$ cat src/rtl/intdiv_sd2_acc_pkg.sv
// Purpose : shared SD2 digit encodings, command op codes and digit helpers for the intdiv SD2 accumulator.
// Latency : n/a (package).
// Backpressure: n/a (package).
// Contents: SD_ZERO/SD_POS1/SD_NEG1 digit codes, op_e command codes, sd_canon() digit canonicaliser.
package intdiv_sd2_acc_pkg;

  // Digit (p,n) encodes value p-n; 2'b11 is legal on input and means zero.
  localparam logic [1:0] SD_ZERO = 2'b00;
  localparam logic [1:0] SD_POS1 = 2'b10;
  localparam logic [1:0] SD_NEG1 = 2'b01;

  typedef enum logic [1:0] {
    OP_LOAD = 2'b00,
    OP_SUB  = 2'b01,
    OP_ADD  = 2'b10,
    OP_SHL  = 2'b11
  } op_e;

  // Fold the redundant zero (11) onto 00 so every driven digit is canonical.
  function automatic logic [1:0] sd_canon(input logic [1:0] d);
    return (d == 2'b11) ? SD_ZERO : d;
  endfunction

endpackage

$ cat src/rtl/intdiv_sd2_digit.sv
// Purpose : one SD2 digit cell; splits digit +/- b into an outgoing transfer c and an interim s.
// Latency : combinational.
// Backpressure: none (pure function of its inputs).
// Ports   : digit (p,n) in, b divisor bit in, op_add (1=add,0=sub) in; c transfer out, s interim magnitude out.
module intdiv_sd2_digit
  import intdiv_sd2_acc_pkg::*;
(
  input  logic [1:0] digit,
  input  logic       b,
  input  logic       op_add,
  output logic       c,
  output logic       s
);

  logic w_p;
  logic w_n;

  // Treat the redundant 11 as zero before any arithmetic.
  assign w_p = digit[1] & ~digit[0];
  assign w_n = digit[0] & ~digit[1];

  // |s| is the parity of t = p - n +/- b in both modes.
  assign s = w_p ^ w_n ^ b;

  // Add: t = p-n+b, transfer when t >= 1.  Sub: t = p-n-b, transfer when t < 0.
  assign c = op_add ? (w_p | (b & ~w_n))
                    : (w_n | (b & ~w_p));

endmodule

$ cat src/rtl/intdiv_sd2_acc.sv
// Purpose : W-digit SD2 partial-remainder register with carry-free LOAD/SUB/ADD/SHL and a registered result.
// Latency : 1 clk from command accept to res_valid with updated acc/msd_out; 1 op/clk back-to-back.
// Backpressure: cmd_ready = ~res_valid | res_ready; while a result is held unconsumed all state holds.
// Ports   : clk, rst (sync, active-high); cmd_valid/cmd_ready/cmd_op/cmd_sd/cmd_bin command side;
//           res_valid/res_ready result handshake; acc (W SD2 digits) and msd_out (weight 2^W digit).
module intdiv_sd2_acc
  import intdiv_sd2_acc_pkg::*;
#(
  parameter int W = 8
) (
  input  logic           clk,
  input  logic           rst,
  input  logic           cmd_valid,
  output logic           cmd_ready,
  input  logic [1:0]     cmd_op,
  input  logic [2*W-1:0] cmd_sd,
  input  logic [W-1:0]   cmd_bin,
  output logic           res_valid,
  input  logic           res_ready,
  output logic [2*W-1:0] acc,
  output logic [1:0]     msd_out
);

  logic [2*W-1:0] r_acc;
  logic [1:0]     r_msd;
  logic           r_res_valid;

  logic           w_accept;
  logic           w_op_add;
  logic [W-1:0]   w_c;
  logic [W-1:0]   w_s;
  logic [W-1:0]   w_cin;
  logic [2*W-1:0] w_arith_acc;
  logic [2*W-1:0] w_load_acc;
  logic [1:0]     w_arith_msd;
  logic [2*W-1:0] w_nxt_acc;
  logic [1:0]     w_nxt_msd;

  assign cmd_ready = ~r_res_valid | res_ready;
  assign w_accept  = cmd_valid & cmd_ready;
  assign w_op_add  = (op_e'(cmd_op) == OP_ADD);

  // Each digit only sees its right-hand neighbour's transfer: no carry chain.
  assign w_cin = {w_c[W-2:0], 1'b0};

  for (genvar gi = 0; gi < W; gi++) begin : g_digit
    intdiv_sd2_digit u_digit (
      .digit  (r_acc[2*gi +: 2]),
      .b      (cmd_bin[gi]),
      .op_add (w_op_add),
      .c      (w_c[gi]),
      .s      (w_s[gi])
    );

    // Add: digit = c_in + s (s <= 0) -> (c_in, |s|).  Sub: digit = s - c_in -> (s, c_in).
    assign w_arith_acc[2*gi +: 2] = sd_canon(w_op_add ? {w_cin[gi], w_s[gi]}
                                                      : {w_s[gi], w_cin[gi]});
    assign w_load_acc[2*gi +: 2]  = sd_canon(cmd_sd[2*gi +: 2]);
  end

  // Top transfer leaves as a +1 (add) or -1 (sub) digit of weight 2^W.
  assign w_arith_msd = w_op_add ? {w_c[W-1], 1'b0} : {1'b0, w_c[W-1]};

  always_comb begin
    w_nxt_acc = r_acc;
    w_nxt_msd = r_msd;
    case (op_e'(cmd_op))
      OP_LOAD: begin
        w_nxt_acc = w_load_acc;
        w_nxt_msd = SD_ZERO;
      end
      OP_SHL: begin
        w_nxt_acc = {r_acc[2*W-3:0], SD_ZERO};
        w_nxt_msd = sd_canon(r_acc[2*W-1:2*W-2]);
      end
      default: begin
        w_nxt_acc = w_arith_acc;
        w_nxt_msd = w_arith_msd;
      end
    endcase
  end

  always_ff @(posedge clk) begin
    if (rst) begin
      r_acc       <= '0;
      r_msd       <= SD_ZERO;
      r_res_valid <= 1'b0;
    end else if (w_accept) begin
      r_acc       <= w_nxt_acc;
      r_msd       <= w_nxt_msd;
      r_res_valid <= 1'b1;
    end else if (res_ready) begin
      r_res_valid <= 1'b0;
    end
  end

  assign acc       = r_acc;
  assign msd_out   = r_msd;
  assign res_valid = r_res_valid;

endmodule

$ cat config.mk
export PLATFORM = sky130hd
export DESIGN_NAME = intdiv_sd2_acc
export DESIGN_NICKNAME = d
export VERILOG_FILES = /design/src/rtl/intdiv_sd2_acc_pkg.sv /design/src/rtl/intdiv_sd2_digit.sv /design/src/rtl/intdiv_sd2_acc.sv
export SDC_FILE = /design/constraint.sdc
export NUM_CORES = 1
export LEC_CHECK = 0
export ABC_AREA = 1
export CAP_MARGIN = 40
export CORE_ASPECT_RATIO = 0.7
export CORE_MARGIN = 5
export CORE_UTILIZATION = 55
export DETAILED_ROUTE_END_ITERATION = 6
export DONT_BUFFER_PORTS = 1
export PLACE_DENSITY_LB_ADDON = 0.2
export SYNTH_ARGS = -nofsm -noshare
export SYNTH_HDL_FRONTEND = slang
export SYNTH_SLANG_ARGS = --single-unit
export TNS_END_PERCENT = 50
$ cat constraint.sdc
create_clock -name clk -period 3.5 [get_ports clk]
set_clock_uncertainty 0.15 [all_clocks]
set_input_delay 0.7 -clock clk [delete_from_list [all_inputs] [get_ports clk]]
set_output_delay 0.7 -clock clk [all_outputs]
set_load 0.1 [all_outputs]
==> impl_metrics.csv, run 1 <==
group,metric,value,unit
status,outcome,"finished, final reports clean",
grt,grt_start_max_net_pins,32,
power,switching_power,0.404,mW
power,p_clk_frac,0.200,
sta,hold_violations,0,
logic_synthesis,synth.area.top_cells,"dfxtp_1, fa_1, nand2_1",
worst_setup_path,critPathLaunchType,"flop",
cts,insertion_delay,0.26,ns
logic_synthesis,synth_ff_type,"dfxtp_1",
die,ios,50,
die,die_x,82.1,um
sta,finalMaxSlewViolations,0,
logic_synthesis,netlist_area,0.00200,sq mm
logic_synthesis,synth_edf_count,0,
die,initial_core_util,0.570,
worst_setup_path,critPathKind,"reg2reg",
drt,dr.first_iter.drc_count,90,
cts,cts_buffers,3,
sta,worst_pin_slew,0.638,ns
placed_design,dp_hpwl,3.44,mm
worst_setup_path,required,3.51,ns
final_layout,seq_area,380,sq um
power,seq_power_share,0.291,
die,row_count,18,
final_layout,antenna_cells,0,
worst_setup_path,crit_family,"simple AND/OR/NAND/NOR gates",
worst_setup_path,cp-startpoint,"res_valid$_SDFFE_PP0P_",
final_layout,nets,383,
power,switching_share,0.485,
cts,cts_root_buf,"clkbuf_8",
worst_setup_path,cp_cell_sequence,"buf_4 -> nand2_2 -> nand2_2 -> inv_4 -> nand3_1 -> nor2_1 -> nor2_1",
logic_synthesis,synth_nets,370,
sta,grt_setup_unrepaired,"no",
final_layout,multi_input_area,0.00135,sq mm
placed_design,gp_congestion,0.805,
drt,wl_per_cell,12.3,um
worst_setup_path,max_stage_delay,0.46,ns
sta,period_minus_slack,2.17,ns
cts,holdBufCountCts,0,
job,cap_violations,0,
final_layout,syn2layout_area_growth,9.93,%
drt,num_vias,1875,
worst_setup_path,rrSetupSlack,1.33,ns
worst_setup_path,timing.rr.start,"res_valid$_SDFFE_PP0P_",
cts,cts-htree-levels,1,
sta,fmax,0.461,GHz
power,combinationalPowerShare,0.509,
grt,grt_pass1_wl,7.91,mm
logic_synthesis,synthCells,319,
drt,totalWireLength,4.71,mm
logic_synthesis,yosysUniqueCellTypes,21,
power,powerDensity,378,mW/mm^2
sta,slew_headroom,0.575,
grt,grt_pass1_vias,1721,
cts,cts_tree,"done",
cts,cts_sinks,19,
logic_synthesis,synth_top_area_cell,"dfxtp_1",
cts,path_clk_slew,0.09,ns
worst_setup_path,r2r-end,"acc[2]$_SDFFE_PP0P_",
final_layout,fill_cells,346,
logic_synthesis,synth_common_cells,"nand2_1, nor2_1, inv_1",
drt,first_pass_iters,4,
hold_path,holdPathStages,1,
logic_synthesis,ys_seq_elements,19,
power,internal_power,0.429,mW
sta,whs,0.339,ns
sta,setup_viol,0,
logic_synthesis,ys_async_sr_fraction,0,
power,leakage,1.07,nW
power,ir_drop,0.000179,V
worst_setup_path,worst-endpoint-arrival,2.18,ns
grt,grt_usage,0.206,
worst_setup_path,cpMaxStageDelayCell,"nand2_2",
drt,antenna_left,0,
die,die_height,60.5,um
cts,post_cts_buffers,0,
hold_path,hold_path_end,"res_valid$_SDFFE_PP0P_",
final_layout,drive_gt1_frac,0.136,
sta,period_share,0.619,
hold_path,min_from,"rst",
final_layout,utilization,0.627,
sta,setup-tns-final,0,ns
worst_setup_path,r2r_cells,7,
hold_path,min_path_type,"in2reg",
worst_setup_path,path_buf_inv,2,
cts,cts_resized,0,
logic_synthesis,ys_seq_area_frac,0.190,
grt,antenna_found_initial,0,
logic_synthesis,yosys.cell_count.top_type,"nand2_1",
logic_synthesis,avgSynthCellArea,6.28,sq um
worst_setup_path,worstPathMaxFanout,27,
placed_design,numPortBuffers,0,
die,die_area,0.00497,sq mm
worst_setup_path,crit_path_end_kind,"flop",
die,core,0.00351,sq mm
cts,cts_max_path_buffers,2,
drt,vias_per_cell,4.92,
grt,overflow,0,
logic_synthesis,ys_warn_count,0,
drt,drc_errors,0,
logic_synthesis,yosysTopAreaCellShare,0.190,
## logic make-up after synthesis
group           count (synthesis)  share of synthesized area
flops                          19                      0.190
simple gates                  183                      0.398
compound gates                 34                     0.0850
buf+inv                        62                      0.136
fa+ha+maj                      21                      0.191
## power groups by stage
stage                     combinational, mW  clock (mW)  sequential (mW)
final                                 0.424       0.166            0.243
after global routing                  0.469       0.182            0.245
after CTS                             0.424       0.171            0.243
after detailed placement              0.422           0            0.248
after global placement                0.402           0            0.260
after floorplan                       0.207           0            0.391
## through the flow
step / cell area [sq um] / setup slack [ns] / power, mW / cells
after floorplan: 2000 / 1.06 / 0.599 / 319
after global placement: 2130 / 1.22 / 0.661 / 375
after detailed placement: 2160 / 1.19 / 0.670 / 377
after CTS: 2200 / 1.34 / 0.838 / 381
after global routing: 2200 / 1.21 / 0.896 / 381
final: 2200 / 1.33 / 0.833 / 381
## flip-flops by register name, summed over array words and instances (netlist names)
register and cells:
msd_out 2, acc 16, res_valid 1
## layer usage
metal	part of all wire	vias to the layer above	routed length [um]	track usage
li1	-	988	-	-
met1	0.49	821	2290	0.304
met2	0.42	64	1990	0.311
met3	0.086	2	406	0.0519
met4	0.0036	0	17	0.0332
met5	0	-	0	0
## cells in the final DEF, fill, tap and decap left out
master,synthesis,final
a21oi_1,2,2
buf_4,2,20
buf_8,1,2
clkbuf_8,0,3
clkinv_2,0,1
dfxtp_1,19,19
fa_1,16,16
ha_1,5,5
inv_1,42,42
inv_2,5,5
inv_4,1,1
nand2_1,74,74
nand2_2,4,4
nand3_1,26,26
nand3_2,7,7
nor2_1,70,70
nor2_4,1,1
nor2_8,1,1
o21ai_0,22,22
o21ai_1,10,10
## worst reg2reg max path: cells and delay by family, from the launching register on
kind,cells,cell delay [ns]
flops,1,0.31
buf+inv,2,0.54
simple gates,5,1.08
## final cells by class
class / instances / area share
clock buffer: 3 / 0.0188
inverter: 48 / 0.0830
sequential: 19 / 0.173
multi-input combinational: 238 / 0.613
tap: 50 / 0.0284
clock inverter: 1 / 0.00227
timing repair buffer: 22 / 0.0818
## worst max path at each step
| stage | to | cells after the start |
|---|---|---|
| global route | acc[2]$_SDFFE_PP0P_ | 7 |
| detailed placement | acc[7]$_SDFFE_PP0P_ | 7 |
| global placement | acc[2]$_SDFFE_PP0P_ | 7 |
| finish | acc[2]$_SDFFE_PP0P_ | 7 |
| CTS | acc[2]$_SDFFE_PP0P_ | 7 |
| floorplan | acc[14]$_SDFFE_PP0P_ | 6 |
(Power assumes the default switching activity.)
==> run 2: changes to the inputs <==
- clock period: 3.5 -> 1.9 ns (I/O delays scaled with it)
==> run 2 against run 1 <==
Compared with the run above: core utilization rose by 0.93 points; flip-flop and latch count did not move; non-clock buffer count up 1; routed wire length is 0.70% higher; count of clock-buffer cells in the layout grew 1; setup slack worse by 1.1 ns; worst hold slack worse by 0.32 ns; largest power group unchanged.
==> impl_metrics.csv, run 2 (synthesis results as in run 1) <==
group,metric,value,unit
status,outcome,"finished, final reports clean",
job,cap_violations,0,
cts,cts_sinks,19,
power,total_power,1.54,mW
placed_design,dp_hpwl,3.54,mm
die,die_x,82.1,um
final_layout,syn2layout_area_growth,11.6,%
power,leakage,1.08,nW
grt,overflow,0,
die,initial_core_util,0.570,
sta,period_share,0.862,
worst_setup_path,required,1.91,ns
worst_setup_path,crit_path_end_kind,"flop",
sta,period_minus_slack,1.64,ns
drt,totalWireLength,4.74,mm
sta,grt_setup_unrepaired,"no",
power,powerDensity,691,mW/mm^2
grt,grt_start_max_net_pins,31,
drt,vias_per_cell,4.97,
cts,cts-htree-levels,1,
final_layout,drive_gt1_frac,0.187,
drt,antenna_left,0,
placed_design,numPortBuffers,0,
sta,worst_pin_slew,0.475,ns
die,die_area,0.00497,sq mm
grt,use_met1,0.300,
drt,first_pass_iters,4,
drt,num_vias,1900,
final_layout,largest_reg_flops,16,
drt,drc_errors,0,
sta,finalMaxSlewViolations,0,
drt,wl_per_cell,12.4,um
cts,cts_root_buf,"clkbuf_8",
grt,met2_usage,0.314,
final_layout,nets,384,
grt,grt_pass1_wl,7.91,mm
cts,cts_buffers,3,
grt,grt.met3_usage,0.0593,
worst_setup_path,critPathLaunchType,"flop",
sta,slew_headroom,0.683,
grt,antenna_found_initial,0,
die,ios,50,
die,die_height,60.5,um
placed_design,dpl.cell_count,378,
die,row_count,18,
final_layout,finalNonFillerCells,382,
grt,grt_pass1_vias,1704,
power,ir_drop,0.000486,V
cts,cts_resized,0,
sta,setup-tns-final,0,ns
sta,fmax,0.610,GHz
grt,grt_usage,0.206,
sta,setup_viol,0,
cts,post_cts_buffers,0,
cts,insertion_delay,0.27,ns
die,core,0.00351,sq mm
cts,cts_max_path_buffers,2,
cts,path_clk_slew,0.08,ns
grt,grt.busiest_layer,"met2",
worst_setup_path,worstPathMaxFanout,5,
placed_design,gp_congestion,0.838,
cts,holdBufCountCts,0,
final_layout,final_common_cell,"nand2_1",
hold_path,min_path_type,"in2reg",
cts,cts_tree,"done",
worst_setup_path,critPathKind,"reg2reg",
final_layout,final_cell_mix,"nand2_1, nor2_1, inv_1",
worst_setup_path,worst-endpoint-arrival,1.65,ns
sta,hold_violations,0,
final_layout,antenna_cells,0,
drt,dr.first_iter.drc_count,145,
==> run 2: changes by cell type in the layout (fill, tap and decap cells not counted), sizes merged <==
cell / change
buf: +1
clkbuf: +1
clkinv: -1
==> run 2: path summary, 6_finish.rpt <==
| check | end | from | cells past startpoint | slack [ns] |
|---|---|---|---|---|
| hold reg to reg | msd_out[0]$_SDFFE_PP0P_ | msd_out[0]$_SDFFE_PP0P_ | 2 | 0.36 |
| setup reg to reg | acc[10]$_SDFFE_PP0P_ | acc[11]$_SDFFE_PP0P_ | 7 | 0.26 |
| setup / recovery | acc[10]$_SDFFE_PP0P_ | acc[11]$_SDFFE_PP0P_ | 7 | 0.26 |
| hold / removal | res_valid$_SDFFE_PP0P_ | rst | 1 | 0.02 |
==> run 2: area by class of cell <==
cell class,instances,area (sq um)
clock buffers,4,45.0
well taps,50,62.6
flip-flops and latches,19,404
repair buffers,23,185
multi-input cells,238,1360
fillers,353,1280
inverters,48,183
==> run 2: worst max-delay path: stages, from the launching register on <==
cell	delay, ns
dfxtp_2	0.38
inv_1	0.07
fa_1	0.55
nand2_1	0.06
o21ai_0	0.08
nor2_1	0.07
nor2_1	0.12
nor2_1	0.05
==> run 2: metal layers <==
metal  wire (um)  part of all wire
met1        2270              0.48
met4          19            0.0040
met2        2080              0.44
met3         367             0.077
met5           0                 0
==> run 2: power by group <==
group | internal, mW | switching, mW | total (mW)
clock | 0.150 | 0.154 | 0.304
combinational | 0.214 | 0.546 | 0.760
sequential | 0.438 | 0.0412 | 0.480
==> run 2: stage by stage <==
stage	area [sq um]	hold WS, ns	utilization	worst slack (ns)
2_1_floorplan	2030	0.292	-	0.00569
3_3_place_gp	2190	0.297	0.623	0.169
3_5_place_dp	2190	0.298	0.623	0.149
4_1_cts	2230	0.0116	0.636	0.270
5_1_grt	2230	0.00472	0.636	0.123
6_report	2230	0.0160	0.636	0.262
==> run 3: changes to the inputs <==
- CORE_UTILIZATION: 55 -> 35
==> run 3 against run 2 <==
Compared with the run above: routed wire length is 12% higher; die area rose by 48%; critical endpoint unchanged; worst hold slack gained 0.0033 ns; highest routed layer unchanged; non-clock buffer count up 4; power up 0.86%; sequential share of layout area decreased by 0.48 points.
==> impl_metrics.csv, run 3 (synthesis results as in run 1) <==
group,metric,value,unit
sta,period_share,0.861,
worst_setup_path,crit_family,"adder cells",
cts,cts_resized,0,
cts,cts_root_buf,"clkbuf_8",
final_layout,antenna_cells,0,
sta,fin_ws,0.264,ns
placed_design,numPortBuffers,0,
sta,setup_viol,0,
drt,drc_errors,0,
drt,first_pass_iters,4,
cts,cts-htree-levels,1,
drt,dr.first_iter.drc_count,90,
hold_path,min_path_type,"in2reg",
worst_setup_path,timing.rr.start,"acc[11]$_SDFFE_PP0P_",
worst_setup_path,critPathKind,"reg2reg",
drt,totalWireLength,5.28,mm
sta,grt_setup_unrepaired,"no",
placed_design,pre_cts_slack,0.0942,ns
drt,top_layer_used,"met4",
hold_path,holdPathStages,1,
worst_setup_path,r2r_cells,7,
sta,fmax,0.611,GHz
cts,holdBufCountCts,0,
grt,antenna_found_initial,0,
power,seq_power_share,0.308,
worst_setup_path,required,1.91,ns
power,internal_power,0.810,mW
drt,drt-met1-wl,2.73,mm
drt,antenna_left,0,
sta,worst_pin_slew,0.355,ns
drt,dr_wl_met3,388,um
placed_design,dp_hpwl,3.96,mm
worst_setup_path,path_buf_inv,1,
sta,hold_violations,0,
final_layout,drive_gt1_frac,0.196,
final_layout,syn2layout_area_growth,14.6,%
final_layout,nets,388,
sta,period_minus_slack,1.64,ns
worst_setup_path,crit_path_end_kind,"flop",
drt,num_vias,1880,
final_layout,seq_area,404,sq um
sta,slew_headroom,0.763,
hold_path,min_from,"rst",
worst_setup_path,worst-endpoint-arrival,1.64,ns
die,ios,50,
grt,grt_pass1_vias,1787,
cts,insertion_delay,0.26,ns
hold_path,hold_path_end,"res_valid$_SDFFE_PP0P_",
drt,wl_per_cell,12.9,um
cts,path_clk_slew,0.08,ns
power,ir_drop,0.000265,V
die,core,0.00564,sq mm
cts,cts_max_path_buffers,2,
placed_design,gp_congestion,0.766,
final_layout,final_cell_mix,"nand2_1, nor2_1, inv_1",
worst_setup_path,worstPathMaxFanout,5,
final_layout,final_common_cell,"nand2_1",
final_layout,largest_reg_flops,16,
cts,cts_tree,"done",
grt,grt_pass1_wl,8.87,mm
power,switching_share,0.480,
cts,cts_buffers,3,
die,die_area,0.00736,sq mm
sta,setup-tns-final,0,ns
power,switching_power,0.747,mW
cts,cts_sinks,19,
job,cap_violations,0,
cts,post_cts_buffers,0,
grt,overflow,0,
die,row_count,23,
power,combinationalPowerShare,0.498,
worst_setup_path,r2r-end,"acc[10]$_SDFFE_PP0P_",
power,leakage,1.10,nW
worst_setup_path,max_stage_delay,0.57,ns
die,die_height,73.3,um
drt,vias_per_cell,4.57,
worst_setup_path,critPathLaunchType,"flop",
worst_setup_path,cpMaxStageDelayCell,"fa_1",
worst_setup_path,cp_common_cell,"nor2_1",
grt,grt_usage,0.154,
status,outcome,"finished, final reports clean",
power,powerDensity,678,mW/mm^2
final_layout,multi_input_area,0.00136,sq mm
final_layout,fill_cells,630,
drt,dr_wl_met2,2.14,mm
die,initial_core_util,0.355,
die,die_x,100,um
worst_setup_path,rrSetupSlack,0.26,ns
worst_setup_path,cp_cell_sequence,"inv_1 -> fa_1 -> nand2_1 -> o21ai_0 -> nor2_1 -> nor2_1 -> nor2_1",
power,p_clk_frac,0.194,
grt,grt_start_max_net_pins,29,
sta,finalMaxSlewViolations,0,
[run 3: cell types whose count changed in the layout (fill, tap and decap cells not counted)]
cell,change
buf_4,+4
[run 3: area by class of cell]
| class | count | share of cell area |
|---|---|---|
| clock buffer | 4 | 0.0196 |
| multi-input combinational | 238 | 0.590 |
| inverter | 48 | 0.0796 |
| tap | 75 | 0.0409 |
| timing repair buffer | 27 | 0.0937 |
| sequential | 19 | 0.176 |
[run 3: how the worst max path moves through the flow]
stage,from,slack (ns),cells past startpoint,end
3_5_place_dp,cmd_op[0],0.09,7,acc[4]$_SDFFE_PP0P_
6_report,acc[11]$_SDFFE_PP0P_,0.26,7,acc[10]$_SDFFE_PP0P_
5_1_grt,acc[11]$_SDFFE_PP0P_,0.13,7,acc[10]$_SDFFE_PP0P_
2_1_floorplan,acc[3]$_SDFFE_PP0P_,0.006,7,acc[2]$_SDFFE_PP0P_
4_1_cts,acc[11]$_SDFFE_PP0P_,0.27,7,acc[10]$_SDFFE_PP0P_
3_3_place_gp,cmd_op[0],0.13,7,acc[10]$_SDFFE_PP0P_
[run 3: routing by layer]
layer,vias to the layer above,track usage
li1,1000,-
met1,829,0.238
met2,49,0.211
met3,2,0.0474
met4,0,0.0224
met5,-,0
[run 3: power by group through the flow]
stage	Combinational (mW)	Sequential (mW)	Clock, mW
after floorplan	0.382	0.730	0
after global placement	0.768	0.489	0
after detailed placement	0.775	0.489	0
after CTS	0.780	0.480	0.309
after global routing	0.857	0.488	0.332
final	0.776	0.480	0.301
[run 3: worst register-to-register path: cells and delay by family (launching register included)]
family	cells	cell delay, ns
AO/OA/AOI/OAI	1	0.08
AND/OR/NAND/NOR	4	0.29
buffers and inverters	1	0.07
flip-flops	1	0.38
adder cells (fa/ha/maj)	1	0.57
[run 3: per-stage QoR]
step	power (mW)	util	instances	cell area [sq um]	hold WS, ns
after floorplan	1.11	-	319	2030	0.292
after global placement	1.26	0.399	407	2250	0.295
after detailed placement	1.26	0.399	407	2250	0.303
after CTS	1.57	0.407	411	2300	0.0181
after global routing	1.68	0.407	411	2300	0.0108
final	1.56	0.407	411	2300	0.0193
